===== config.mk =====
export PLATFORM = sky130hd
export DESIGN_NAME = reg_share_arbiter
export DESIGN_NICKNAME = d
export VERILOG_FILES = /design/src/rtl/reg_share_pkg.sv /design/src/rtl/reg_share_arbiter_rr_pick.sv /design/src/rtl/reg_share_arbiter.sv
export SDC_FILE = /design/constraint.sdc
export NUM_CORES = 1
export LEC_CHECK = 0
export CAP_MARGIN = 0
export CORE_MARGIN = 2
export CORE_UTILIZATION = 30
export DETAILED_ROUTE_END_ITERATION = 8
export PLACE_DENSITY = 0.75
export SLEW_MARGIN = 20
export SYNTH_ARGS = -nofsm -noshare
export SYNTH_HDL_FRONTEND = slang
export SYNTH_SLANG_ARGS = --single-unit

===== constraint.sdc =====
create_clock -name clock -period 1.7 [get_ports clock]
set_clock_uncertainty 0.15 [all_clocks]
set_input_delay 0.34 -clock clock [delete_from_list [all_inputs] [get_ports clock]]
set_output_delay 0.34 -clock clock [all_outputs]
set_load 0.005 [all_outputs]

===== src/rtl/reg_share_pkg.sv =====
// Shared types and width helpers for the shared-register arbiter.
// State encoding and clog2-derived index/counter widths.
package reg_share_pkg;

  typedef enum logic [1:0] {
    IDLE = 2'b00,
    LOAD = 2'b01,
    HOLD = 2'b10
  } state_e;

  localparam int unsigned N_DEF    = 4;
  localparam int unsigned W_DEF    = 8;
  localparam int unsigned HOLD_DEF = 2;

  function automatic int unsigned idx_w(
    input int unsigned n
  );
    return (n > 1) ? $clog2(n) : 1;
  endfunction

  function automatic int unsigned cnt_w(
    input int unsigned h
  );
    return (h > 0) ? $clog2(h + 1) : 1;
  endfunction

  localparam int unsigned OWNER_W = idx_w(N_DEF);
  localparam int unsigned PTR_W   = idx_w(N_DEF);
  localparam int unsigned CNT_W   = cnt_w(HOLD_DEF);

endpackage


===== src/rtl/reg_share_arbiter_rr_pick.sv =====
// Combinational round-robin picker: first set req bit
// at or above ptr, wrapping modulo N.
module rr_pick #(
  parameter int N = 4
) (
  input  logic [N-1:0]         req,
  input  logic [$clog2(N)-1:0] ptr,
  output logic [$clog2(N)-1:0] winner,
  output logic                 found
);
  import reg_share_pkg::*;

  localparam int IW = idx_w(N);

  logic [IW-1:0] idx;

  // Scan from farthest to nearest so the nearest hit wins.
  always_comb begin
    winner = '0;
    found  = 1'b0;
    idx    = '0;
    for (int i = N - 1; i >= 0; i--) begin
      idx = IW'((int'(ptr) + i) % N);
      if (req[idx]) begin
        found  = 1'b1;
        winner = idx;
      end
    end
  end

endmodule


===== src/rtl/reg_share_arbiter.sv =====
// Round-robin owner of one shared W-bit register with a
// guaranteed minimum tenure per grant.
module reg_share_arbiter #(
  parameter int N    = 4,
  parameter int W    = 8,
  parameter int HOLD = 2
) (
  input  logic                 clock,
  input  logic                 reset,
  input  logic [N-1:0]         req,
  input  logic [N*W-1:0]       data,
  output logic [N-1:0]         grant,
  output logic [$clog2(N)-1:0] owner,
  output logic [W-1:0]         q,
  output logic                 q_valid,
  output logic                 busy
);
  import reg_share_pkg::*;

  localparam int IW = idx_w(N);
  localparam int CW = cnt_w(HOLD);

  state_e        state_q, state_d;
  logic [N-1:0]  grant_q, grant_d;
  logic [IW-1:0] owner_q, owner_d;
  logic [IW-1:0] ptr_q, ptr_d;
  logic [CW-1:0] cnt_q, cnt_d;
  logic [W-1:0]  q_q, q_d;
  logic          qv_q, qv_d;

  logic [IW-1:0] win;
  logic          found;
  logic [N-1:0]  others;
  logic          rel;

  rr_pick #(
    .N(N)
  ) u_pick (
    .req   (req),
    .ptr   (ptr_q),
    .winner(win),
    .found (found)
  );

  // Anyone else waiting forces the owner out once tenure is met.
  assign others = req & ~grant_q;
  assign rel    = !req[owner_q] || (others != '0);

  always_comb begin
    state_d = state_q;
    grant_d = grant_q;
    owner_d = owner_q;
    ptr_d   = ptr_q;
    cnt_d   = cnt_q;
    q_d     = q_q;
    qv_d    = 1'b0;
    unique case (state_q)
      IDLE: begin
        if (found) begin
          grant_d = N'(1) << win;
          owner_d = win;
          state_d = LOAD;
        end
      end
      LOAD: begin
        q_d     = data[owner_q*W +: W];
        qv_d    = 1'b1;
        cnt_d   = CW'(HOLD - 1);
        state_d = reg_share_pkg::HOLD;
      end
      reg_share_pkg::HOLD: begin
        if (cnt_q != '0) begin
          cnt_d = cnt_q - 1'b1;
        end else if (rel) begin
          grant_d = '0;
          ptr_d   = (owner_q == IW'(N - 1)) ?
                    '0 : owner_q + 1'b1;
          state_d = IDLE;
        end
      end
      default: begin
        grant_d = '0;
        state_d = IDLE;
      end
    endcase
  end

  always_ff @(posedge clock or negedge reset) begin
    if (!reset) begin
      state_q <= IDLE;
      grant_q <= '0;
      owner_q <= '0;
      ptr_q   <= '0;
      cnt_q   <= '0;
      q_q     <= '0;
      qv_q    <= 1'b0;
    end else begin
      state_q <= state_d;
      grant_q <= grant_d;
      owner_q <= owner_d;
      ptr_q   <= ptr_d;
      cnt_q   <= cnt_d;
      q_q     <= q_d;
      qv_q    <= qv_d;
    end
  end

  assign grant   = grant_q;
  assign owner   = owner_q;
  assign q       = q_q;
  assign q_valid = qv_q;
  assign busy    = (state_q != IDLE);

endmodule


==> out/metrics.cfg <==
[status]
status = finished with violations
violations = setup timing

[placement]
place_congestion = 0.821
detailedPlace.worstSlack_ns = -0.500
place_inst = 206
numPortBuffers = 53
dp_hpwl_um = 2770

[global_routing]
grt_pass1_wl_um = 5360
antenna_found_initial = 0
grt_pass1_vias = 1138
grt_usage_pct = 15.8
gr-total-overflow = 0
grt_max_degree = 22

[power_and_ir_drop]
seq_power_share_pct = 26.8
cellPowerDensity_mw_per_mm2 = 1650
p_clk_share_pct = 9.5
power_switching_share_pct = 33.5
combPwrFrac_pct = 63.6
leakage_nw = 0.914
internal-power_mw = 2.31
power.total_mw = 3.47
vdd_drop_max_mv = 0.697
p_sw_mw = 1.16

[yosys]
synth_common_cells = dfrtp_1 (21), mux2_2 (11), mux4_2 (9)
synth-edff-count = 0
syn_nets = 136
synth_cells = 96
synth-seq-cells = 21
synthMostInstantiatedCell = dfrtp_1
yosysWarnings = 0
synth_async_sr_flop_share_pct = 100
synth.avg_cell_area_um2 = 12.7
yosysSeqAreaShare_pct = 43.2
synth_top_cell_by_area = dfrtp_1
synth_top_area_share_pct = 43.2
ys.flop_type = dfrtp_1
synth_area_mm2 = 0.00122
synth_cell_types = 30
yosys-top-cells-area = dfrtp_1 (43%), mux4_2 (17%), mux2_2 (10%)

[routing]
routed_wl_um = 3640
vias = 1116
first_pass_iters = 4
drc = 0
viasPerCell = 4.98
drtAntennaViolNets = 0
wire_per_inst_um = 16.2
drt_iter0_drc = 36

[critical_path]
crit_path_start_kind = flip-flop
cp_slowest_cell = mux4_2
crit_path_cell_trace = buf_6 > mux4_2 > a21oi_4 > mux2_4
crit_path_max_fanout = 3
end_kind = flip-flop
required_ns = 1.70
critPathMaxStageDelay_ns = 0.55
arrival_ns = 1.80
critPathKind = flip-flop to flip-flop

[clocking]
htreeDepth = 1
root_buffer = clkbuf_8
cts.sinks = 21
path_clk_slew_ns = 0.08
cts_buffer_depth = 2
cts_tree = built
clk_latency_ns = 0.26
numCtsBuffers = 3

[cells_and_area]
multi_input_area_um2 = 686
layout.cells.non_filler = 224
layout-drive-gt1-share_pct = 32.8
final-seq-area_um2 = 528
nNetsFinal = 215
fill_cells = 313
antenna_cells = 0
areaGrowthSynthToFinish_pct = 72.7

[job]
drv_cap = 0

[floorplanning]
initial_utilization_pct = 30.8
die_w_um = 67.7
dieArea_mm2 = 0.00458
io_pins = 54
core_area_mm2 = 0.00394
fp.dieH_um = 67.7
rows = 23

[sta]
fmax_mhz = 554
slew_violations = 0
finalSetupViolCount = 14
setup_slack_ns = -0.104
fin_tns_setup_ns = -0.885
slew_headroom_pct = 74.2
fin_hold_ws_ns = 0.263
hold_violations = 0
worst_slew_pin_slew_ns = 0.387
fin_crit_sh_pct = 106
grt_setup_unrepaired = true
finalCriticalPeriod_ns = 1.80

[hold_path]
min_path_type = input port to asynchronous set/reset pin

layer usage:
layer / routed length (um) / vias to the layer above / global-route usage (%)
met2: 2090 / 18 / 29.5
li1: - / 522 / -
met5: 0 / - / 0
met1: 1400 / 572 / 17.5
met3: 84 / 4 / 3.33
met4: 59 / 0 / 5.36
cell families (layout without fill, tap and decap cells):
logic type,Yosys count,count (layout),share of synthesized area (%)
DFF,21,21,43.2
muxes,21,21,27.7
and+or+nand+nor,19,19,8.23
adders and majority gates,2,2,2.06
AOI/OAI and AO/OA,21,21,14.7
buffers and inverters,12,90,4.12
power by group through the flow:
| stage | registers, mW | clock network, mW | logic [mW] |
|---|---|---|---|
| finish | 0.932 | 0.331 | 2.21 |
| global placement | 0.931 | 0 | 1.68 |
| CTS | 0.929 | 0.337 | 2.03 |
| global route | 0.952 | 0.366 | 2.39 |
| detailed placement | 0.947 | 0 | 1.76 |
| floorplan | 0.896 | 0 | 1.01 |
registers in the layout, indices dropped and copies added, names as in the netlist:
name,cells
owner,2
state_q,2
grant,4
q,8
cnt_q,2
ptr_q,2
q_valid,1
final cells by class:
cell class / instances / area share [%]
sequential: 21 / 25.1
timing repair buffer: 79 / 35.8
clock inverter: 1 / 0.238
multi-input combinational: 63 / 32.6
clock buffer: 3 / 1.97
tap: 50 / 2.98
inverter: 7 / 1.25
per-stage QoR:
stage | area (um^2) | util [%]
after floorplan | 1220 | -
after global placement | 1880 | 47.7
after detailed placement | 1880 | 47.7
after CTS | 2030 | 51.6
after global routing | 2100 | 53.3
final | 2100 | 53.3
worst max-delay path: cells and delay by family, from the launching register on:
kind	cells	cell delay, ns
DFF	1	0.38
muxes	2	0.87
AOI/OAI and AO/OA	1	0.19
buffers and inverters	1	0.11
what timing repair did:
action	CTS	global route
buffers inserted	9	6
gates resized for setup	19	11
hold endpoints to repair	0	0
hold buffers	0	0
setup endpoints to repair	15	16
pin swaps	4	2
cell usage in the layout, fill, tap and decap left out, types with 2 or more instances in the layout:
cell type,n
nor3_1,2
buf_4,21
inv_1,6
ha_1,2
dfrtp_2,2
mux4_2,9
mux2_2,3
dlymetal6s2s_1,2
nor2b_1,5
nor2_1,2
buf_6,4
a21oi_1,4
a22o_1,2
dlygate4sd2_1,5
dfrtp_1,19
clkbuf_8,3
nand2_1,4
mux2_4,8
clkdlybuf4s50_1,46
a32o_1,4
final timing paths:
kind | from | endpoint | slack, ns | cells after the start
worst max-delay path | owner[0] | ptr_q[0] | -0.10 | 4
worst max register to register | owner[0] | ptr_q[0] | -0.10 | 4
worst min-delay path | reset | ptr_q[0] | 0.26 | 2
min in group clock | q[2] | q[2] | 0.36 | 1
max in group asynchronous | reset | state_q[1] | 0.91 | 2
worst min register to register | q[2] | q[2] | 0.36 | 1
(Power assumes the default switching activity.)
